## src/rtl/clk_sched_pkg.sv

```systemverilog
// Shared types for the clock-enable scheduler: FSM state and the latched config request.
// Struct fields are sized for the largest supported top-level parameters (CHW <= 8, DW <= 32).
package clk_sched_pkg;

    localparam int unsigned SchedMaxChW = 8;
    localparam int unsigned SchedMaxDw  = 32;

    typedef enum logic [0:0] {
        IDLE,
        PEND
    } sched_state_t;

    typedef struct packed {
        logic [SchedMaxChW-1:0] ch;
        logic [SchedMaxDw-1:0]  div;
        logic                   en;
    } sched_cfg_t;

endpackage

```

## src/rtl/clk_sched_chan.sv

```systemverilog
// One enable channel: wrap counter, registered ce/phase strobes and a boundary flag.
// A load pulse replaces div/active and restarts the period at cnt=0.
module clk_sched_chan #(
    parameter int unsigned DW = 16
) (
    input  logic          clk,
    input  logic          rst,
    input  logic          load_i,
    input  logic [DW-1:0] div_i,
    input  logic          en_i,
    output logic          ce_o,
    output logic          phase_o,
    output logic          active_o,
    output logic          boundary_o
);

    logic [DW-1:0] cnt_q, cnt_d;
    logic [DW-1:0] div_q, div_d;
    logic          active_q, active_d;
    logic          ce_q, ce_d;
    logic          phase_q, phase_d;
    logic          last;
    logic [DW:0]   half;

    always_comb begin
        last     = (cnt_q == div_q - {{(DW-1){1'b0}}, 1'b1});
        active_d = active_q;
        div_d    = div_q;
        if (load_i) begin
            active_d = en_i;
            div_d    = div_i;
        end
        if (load_i || !active_q || last) begin
            cnt_d = '0;
        end else begin
            cnt_d = cnt_q + {{(DW-1){1'b0}}, 1'b1};
        end
        // ce/phase are computed from next-state so they line up with cnt_q
        half    = ({1'b0, div_d} + {{DW{1'b0}}, 1'b1}) >> 1;
        ce_d    = active_d && (cnt_d == '0);
        phase_d = active_d && ({1'b0, cnt_d} < half);
    end

    always_ff @(posedge clk) begin
        if (rst) begin
            cnt_q    <= '0;
            div_q    <= {{(DW-1){1'b0}}, 1'b1};
            active_q <= 1'b0;
            ce_q     <= 1'b0;
            phase_q  <= 1'b0;
        end else begin
            cnt_q    <= cnt_d;
            div_q    <= div_d;
            active_q <= active_d;
            ce_q     <= ce_d;
            phase_q  <= phase_d;
        end
    end

    assign ce_o       = ce_q;
    assign phase_o    = phase_q;
    assign active_o   = active_q;
    assign boundary_o = !active_q || last;

endmodule

```

## src/rtl/clk_en_sched.sv

```systemverilog
// Multi-channel clock-enable scheduler; a single outstanding config request is applied
// to its target channel only at that channel's period boundary.
module clk_en_sched
    import clk_sched_pkg::*;
#(
    parameter  int unsigned NCH = 4,
    parameter  int unsigned DW  = 16,
    localparam int unsigned CHW = (NCH > 1) ? $clog2(NCH) : 1
) (
    input  logic           clk,
    input  logic           rst,
    input  logic           cfg_valid,
    output logic           cfg_ready,
    input  logic [CHW-1:0] cfg_ch,
    input  logic [DW-1:0]  cfg_div,
    input  logic           cfg_en,
    output logic           cfg_done,
    output logic [NCH-1:0] ce,
    output logic [NCH-1:0] phase,
    output logic [NCH-1:0] active
);

    sched_state_t   state_q;
    sched_cfg_t     cfg_q;
    logic           done_q;
    logic [NCH-1:0] bnd;
    logic [NCH-1:0] load;
    logic           tgt_valid;
    logic           tgt_bnd;
    logic           apply;
    logic [DW-1:0]  div_eff;

    assign cfg_ready = (state_q == IDLE);
    assign cfg_done  = done_q;
    assign tgt_valid = (cfg_q.ch < SchedMaxChW'(NCH));
    assign div_eff   = (cfg_q.div == '0) ? {{(DW-1){1'b0}}, 1'b1} : cfg_q.div[DW-1:0];

    always_comb begin
        tgt_bnd = 1'b0;
        for (int i = 0; i < NCH; i++) begin
            load[i] = (state_q == PEND) && (cfg_q.ch == SchedMaxChW'(i)) && bnd[i];
            tgt_bnd = tgt_bnd | load[i];
        end
        // Out-of-range targets complete immediately without touching any channel
        apply = tgt_bnd || ((state_q == PEND) && !tgt_valid);
    end

    always_ff @(posedge clk) begin
        if (rst) begin
            state_q <= IDLE;
            cfg_q   <= '0;
            done_q  <= 1'b0;
        end else begin
            done_q <= 1'b0;
            unique case (state_q)
                IDLE: begin
                    if (cfg_valid) begin
                        cfg_q.ch  <= SchedMaxChW'(cfg_ch);
                        cfg_q.div <= SchedMaxDw'(cfg_div);
                        cfg_q.en  <= cfg_en;
                        state_q   <= PEND;
                    end
                end
                PEND: begin
                    if (apply) begin
                        done_q  <= 1'b1;
                        state_q <= IDLE;
                    end
                end
                default: state_q <= IDLE;
            endcase
        end
    end

    for (genvar i = 0; i < NCH; i++) begin : g_chan
        clk_sched_chan #(
            .DW(DW)
        ) u_chan (
            .clk       (clk),
            .rst       (rst),
            .load_i    (load[i]),
            .div_i     (div_eff),
            .en_i      (cfg_q.en),
            .ce_o      (ce[i]),
            .phase_o   (phase[i]),
            .active_o  (active[i]),
            .boundary_o(bnd[i])
        );
    end

endmodule

```

## config.mk

```make
export PLATFORM = sky130hd
export DESIGN_NAME = clk_en_sched
export DESIGN_NICKNAME = d
export VERILOG_FILES = /design/src/rtl/clk_sched_pkg.sv /design/src/rtl/clk_sched_chan.sv /design/src/rtl/clk_en_sched.sv
export SDC_FILE = /design/constraint.sdc
export NUM_CORES = 1
export LEC_CHECK = 0
export BUFFER_PORTS_ARGS = -buffer_cell sky130_fd_sc_hd__buf_4
export CAP_MARGIN = 20
export CORE_MARGIN = 5
export CORE_UTILIZATION = 50
export CTS_CLUSTER_SIZE = 8
export DETAILED_ROUTE_END_ITERATION = 12
export GPL_ROUTABILITY_DRIVEN = 0
export HOLD_SLACK_MARGIN = 0.05
export MAX_ROUTING_LAYER = met4
export PLACE_DENSITY = 0.8
export SLEW_MARGIN = 20
export SYNTH_ARGS = -nofsm -noshare
export SYNTH_HDL_FRONTEND = slang
export SYNTH_SLANG_ARGS = --single-unit
```

## constraint.sdc

```tcl
create_clock -name clk -period 5.63 [get_ports clk]
set_input_delay 0.8445 -clock clk [delete_from_list [all_inputs] [get_ports clk]]
set_output_delay 0.8445 -clock clk [all_outputs]
set_load 0.03 [all_outputs]
```

==> results.sh, run 1 <==
export IMPL_arrival_ns=5.75
export IMPL_wl_per_cell_um=17.9
export IMPL_async_reset_ff_frac=0
export IMPL_cts_tree="yes"
export IMPL_met1_usage=0.322
export IMPL_setup_viol=0
export IMPL_cp_required_ns=6.01
export IMPL_layout_commonest_cell="nor2_1"
export IMPL_crit_type="reg -> reg"
export IMPL_power_density_mw_per_mm2=200
export IMPL_routed_wl_mm=35.6
export IMPL_drt_first_pass_iters=10
export IMPL_dieArea_mm2=0.0284
export IMPL_cts_root_buffer="clkbuf_16"
export IMPL_worst_path_max_delay_cell="or4b_4"
export IMPL_htree_num_levels=4
export IMPL_rows=58
export IMPL_fmax_mhz=186
export IMPL_hold_viol=0
export IMPL_slew_headroom=0.383
export IMPL_ir_worst_vdd_mv=0.247
export IMPL_grt_total_usage=0.252
export IMPL_area_delta_synth_final_pct=6.79
export IMPL_n_antenna_cell=0
export IMPL_met3_usage=0.0510
export IMPL_critPathMaxFanout=9
export IMPL_port_buffers=35
export IMPL_worst_pin_slew_ns=0.919
export IMPL_die_w_um=168
export IMPL_gr_usage_met2=0.391
export IMPL_critical_path_top_delay_family="simple AND/OR/NAND/NOR gates"
export IMPL_via_per_inst=6.18
export IMPL_layout_min_cycle_time_ns=5.37
export IMPL_route_vias_total=12300
export IMPL_synth_area_mm2=0.0125
export IMPL_syn_num_nets=1810
export IMPL_drv_cap=0
export IMPL_grt_pass1_wl_mm=57.8
export IMPL_leakage_nw=5.18
export IMPL_postCtsHoldBufs=0
export IMPL_hold_class="reg -> reg"
export IMPL_post_route_drc_count=0
export IMPL_fin_util=0.537
export IMPL_grt_pass1_vias=11300
export IMPL_cts_buffer_depth=2
export IMPL_syn_area_per_cell_um2=7.31
export IMPL_finClkSkew_ns=0.0109
export IMPL_pre_cts_slack_ns=0.0927
export IMPL_finalMaxSlewViolations=0
export IMPL_clk_insertion_delay_late_ns=0.44
export IMPL_startpoint_type="register"
export IMPL_fin_crit_sh=0.954
export IMPL_cts_sinks=161
export IMPL_status="complete, no violations"
export IMPL_cts_buffers=17
export IMPL_yosysUniqueCellTypes=76
export IMPL_grt_max_degree=59
export IMPL_overflow=0
export IMPL_fin_nets=1738
export IMPL_mostFrequentLayoutCells="nor2_1 (214), nand2_1 (184), dfxtp_1 (161)"
export IMPL_end_kind="register"
export IMPL_die_h_um=168
export IMPL_n_fill_cell=2293
export IMPL_drt_iter0_markers=1278
export IMPL_drive_above_1_share=0.0863
export IMPL_setup_ws_ns=0.259
export IMPL_start_util=0.503
export IMPL_antenna_found_initial=0
export IMPL_synth_warnings=0
export IMPL_synth_edf_count=0
export IMPL_path_buf_inv=1
export IMPL_syn_inst=1716
export IMPL_busiest_layer="met2"
export IMPL_coreArea_mm2=0.0250
export IMPL_ys_seq_area_frac=0.257
export IMPL_ant_nets=0
export IMPL_cts_clk_slew_worst_paths_ns=0.06
export IMPL_synthFlopType="dfxtp_1"
export IMPL_dp_hpwl_mm=25.8
export IMPL_slowest_delay_ns=0.51
export IMPL_boundaryPins=36
export IMPL_synth_seq_cells=161
-- final timing paths --
check	start	endpoint	slack [ns]	cells past startpoint
setup / recovery	g_chan[0].u_chan.div_q[0]	g_chan[0].u_chan.phase_o	0.26	26
hold / removal	cfg_q[0]	cfg_q[0]	0.48	2
setup reg to reg	g_chan[0].u_chan.div_q[0]	g_chan[0].u_chan.phase_o	0.26	26
hold reg to reg	cfg_q[0]	cfg_q[0]	0.48	2
-- sequential cells by signal, summed over array words and instances (netlist names) --
| register | cells |
|---|---|
| cfg_q | 19 |
| g_chan.u_chan.phase_o | 4 |
| state_q | 1 |
| g_chan.u_chan.div_q | 64 |
| g_chan.u_chan.ce_o | 4 |
| cfg_done | 1 |
| g_chan.u_chan.cnt_q | 64 |
| g_chan.u_chan.active_o | 4 |
-- area by class of cell --
cell class              count  area [µm²]  area share
clock buffers              18         439      0.0328
flip-flops and latches    161        3220       0.241
well taps                 330         413      0.0308
inverters                  35         131     0.00981
clock inverters            14         131     0.00981
multi-input cells        1361        8550       0.638
repair buffers             68         510      0.0381
-- worst register-to-register path, stage by stage, from the launching register on --
cell and delay [ns]:
dfxtp_1 0.38, inv_1 0.09, ha_1 0.20, or4b_4 0.51, a2111oi_1 0.40, nor3_1 0.12
nor4_1 0.32, nand4_1 0.20, o21ai_2 0.17, nand2_1 0.13, mux2_2 0.29, ha_4 0.20
nand4_1 0.18, nor2_2 0.20, nand2_1 0.10, xnor2_1 0.20, a21oi_2 0.10, ha_1 0.31
a21o_1 0.18, a21oi_1 0.13, nor2b_1 0.06, o21ai_0 0.14, nand2b_1 0.08, a211oi_1 0.23
o21ai_0 0.12, nor3_1 0.16, o21a_1 0.14
-- metal layers --
layer / wire length (µm) / up-vias
met1: 14600 / 5713
met4: 1690 / 0
met5: 0 / -
li1: - / 5781
met3: 3160 / 150
met2: 16200 / 642
-- stage by stage --
stage               area (µm²)  total power, W  setup TNS [ns]  hold slack (ns)  cells
finish                   13400         0.00268               0            0.478   1987
global route             13400         0.00277         -0.0957            0.510   1987
CTS                      13300         0.00267               0            0.480   1986
detailed placement       12800         0.00154               0            0.473   1954
global placement         12800         0.00153               0            0.470   1954
floorplan                12500         0.00144               0            0.450   1716
-- timing repair --
action,in CTS,in global routing
gates resized for setup,0,11
hold endpoints to repair,0,0
endpoints found under the setup margin,0,3
buffers inserted,0,1
-- kinds of logic after synthesis --
kind of cell,after synthesis,synth area share
mux,24,0.0200
compound gates,284,0.140
xor+xnor,210,0.147
flops,161,0.257
buf+inv,194,0.0668
simple gates,771,0.298
fa+ha+maj,72,0.0718
-- cells in the mapped netlist (all sizes together) (25+ instances only) --
master | number | share of area
nor2 | 215 | 0.064
nand2 | 185 | 0.056
dfxtp | 161 | 0.26
a21oi | 129 | 0.051
xor2 | 119 | 0.083
clkbuf | 112 | 0.034
nand3 | 107 | 0.043
xnor2 | 91 | 0.064
ha | 72 | 0.072
nor3 | 55 | 0.022
buf | 47 | 0.023
o21ai | 45 | 0.018
nand4 | 43 | 0.021
and3 | 42 | 0.021
inv | 35 | 0.010
nor4 | 25 | 0.013
-- power by group --
group	total, W	switching, W	internal (W)
Combinational	0.000332	0.000208	0.000124
Sequential	0.00120	0.0000407	0.00116
Clock	0.00115	0.000524	0.000627
Total	0.00268	0.000772	0.00191
(Power assumes the default switching activity.)
==> run 2: changes to the inputs <==
Settings changed: CTS_BUF_LIST set to sky130_fd_sc_hd__clkbuf_8, REMOVE_ABC_BUFFERS set to 1.
==> run 2 against run 1 <==
  * Total power decreased by 11%
  * Combinational power is essentially flat
  * Sequential share of layout area increased by 0.29 points
  * First-iteration DRC count rose by 11%
  * Largest power group unchanged
==> results.sh, run 2 (same netlist as run 1, synthesis figures left out) <==
export IMPL_status="complete, no violations"
export IMPL_cp_required_ns=6.01
export IMPL_fin_crit_sh=0.926
export IMPL_ant_nets=0
export IMPL_drive_above_1_share=0.0886
export IMPL_boundaryPins=36
export IMPL_n_antenna_cell=0
export IMPL_leakage_nw=5.09
export IMPL_whs_ns=0.495
export IMPL_rows=58
export IMPL_worst_path_max_delay_cell="or4_1"
export IMPL_finClkSkew_ns=0.0164
export IMPL_port_buffers=35
export IMPL_fin_util=0.530
export IMPL_crit_type="reg -> reg"
export IMPL_hp_start="cfg_q[0]"
export IMPL_grt_max_degree=59
export IMPL_regArea_mm2=0.00322
export IMPL_drv_cap=0
export IMPL_min_to="cfg_q[0]"
export IMPL_hold_viol=0
export IMPL_r2r_end="g_chan[2].u_chan.phase_o"
export IMPL_end_kind="register"
export IMPL_grt_pass1_vias=11300
export IMPL_layout_commonest_cell="nor2_1"
export IMPL_r2r_start="g_chan[2].u_chan.div_q[8]"
export IMPL_layout_min_cycle_time_ns=5.21
export IMPL_multi_input_area_mm2=0.00856
export IMPL_mostFrequentLayoutCells="nor2_1 (213), nand2_1 (183), dfxtp_1 (161)"
export IMPL_cts_root_buffer="clkbuf_8"
export IMPL_dp_hpwl_mm=25.8
export IMPL_pre_cts_slack_ns=0.165
export IMPL_setup_ws_ns=0.418
export IMPL_antenna_found_initial=0
export IMPL_htree_num_levels=4
export IMPL_via_per_inst=6.12
export IMPL_hold_class="reg -> reg"
export IMPL_ir_worst_vdd_mv=0.130
export IMPL_setup_viol=0
export IMPL_die_h_um=168
export IMPL_worst_pin_slew_ns=0.779
export IMPL_arrival_ns=5.59
export IMPL_cts_setup_buffers=0
export IMPL_clk_insertion_delay_late_ns=0.47
export IMPL_cts_buffer_depth=2
export IMPL_die_w_um=168
export IMPL_slew_headroom=0.477
export IMPL_r2r_slack_ns=0.42
export IMPL_start_util=0.503
export IMPL_post_route_drc_count=0
export IMPL_critPathMaxFanout=11
export IMPL_cts_sinks=161
export IMPL_path_buf_inv=0
export IMPL_coreArea_mm2=0.0250
export IMPL_r2r_cells=21
export IMPL_route_vias_total=12200
export IMPL_drt_first_pass_iters=9
export IMPL_cts_tree="yes"
export IMPL_setup_tns_ns=0
export IMPL_slowest_delay_ns=0.63
export IMPL_fin_nets=1740
export IMPL_overflow=0
export IMPL_grt_pass1_wl_mm=56.9
export IMPL_fin_area_mm2=0.0132
export IMPL_cts_buffers=17
export IMPL_dieArea_mm2=0.0284
export IMPL_cp_startpoint="g_chan[2].u_chan.div_q[8]"
export IMPL_rsz0062_at_grt="true"
export IMPL_fmax_mhz=192
export IMPL_critical_path_cell_chain="or4_1 -> or4_1 -> o21a_1 -> nor3_1 -> o22ai_2 -> o31ai_4 -> nand3_1 -> o21ai_1 -> ha_2 -> and3_1 -> nand2_1 -> nor2_2 -> xnor2_1 -> nor2_1 -> a21oi_1 -> ha_1 -> a21o_1 -> a21o_1 -> a211oi_1 -> o211ai_1 -> a311oi_1"
export IMPL_wl_per_cell_um=17.8
export IMPL_placed_area_mm2=0.0128
export IMPL_power_density_mw_per_mm2=181
export IMPL_drt_iter0_markers=1420
export IMPL_n_fill_cell=2382
export IMPL_critical_path_top_delay_family="simple AND/OR/NAND/NOR gates"
export IMPL_cts_clk_slew_worst_paths_ns=0.10
export IMPL_finalMaxSlewViolations=0
export IMPL_grt_total_usage=0.249
export IMPL_routed_wl_mm=35.4
export IMPL_largestRegisters="g_chan.u_chan.cnt_q (64), g_chan.u_chan.div_q (64), cfg_q (19)"
export IMPL_area_delta_synth_final_pct=5.54
export IMPL_hold_path_cell_count=2
export IMPL_startpoint_type="register"
-- run 2: timing repair --
action,in CTS,in global routing
setup endpoints to repair,0,3
gates resized for setup,0,14
hold buffers,0,0
-- run 2: final cells by class --
type	instances	area share
clock buffers	19	0.0198
clock inverters	13	0.00954
inverters	35	0.00992
multi-input cells	1361	0.646
flip-flops and latches	161	0.243
well taps	330	0.0312
repair buffers	70	0.0397
-- run 2: through the flow --
step | cells | total power [W]
6_report | 1989 | 0.00240
5_1_grt | 1989 | 0.00249
4_1_cts | 1989 | 0.00239
3_5_place_dp | 1957 | 0.00154
3_3_place_gp | 1957 | 0.00153
2_1_floorplan | 1557 | 0.00141
-- run 2: worst max path at each step --
stage                               end  slack [ns]  cells after the start
3_3_place_gp   g_chan[0].u_chan.phase_o        0.31                     26
5_1_grt        g_chan[0].u_chan.phase_o       -0.07                     26
4_1_cts        g_chan[0].u_chan.phase_o        0.13                     26
3_5_place_dp   g_chan[0].u_chan.phase_o        0.16                     26
2_1_floorplan  g_chan[0].u_chan.phase_o       -1.20                     26
6_report       g_chan[2].u_chan.phase_o        0.42                     21
-- run 2: per-layer routing --
metal | up-vias | track usage | routed length, µm
met3 | 109 | 0.0538 | 3500
met1 | 5630 | 0.321 | 14700
li1 | 5795 | - | -
met2 | 630 | 0.392 | 16100
met5 | - | - | 0
met4 | 0 | 0.0801 | 1100
-- run 2: worst min-delay path: stages, from the launching register on --
cell     delay, ns
dfxtp_1       0.34
nand2_1       0.06
a21oi_1       0.05
-- run 2: power breakdown --
group	internal [W]	leakage, nW	switching, W
clock	0.000380	0.191	0.000486
sequential	0.00116	1.30	0.0000415
combinational	0.000125	3.60	0.000207
total	0.00166	5.09	0.000734
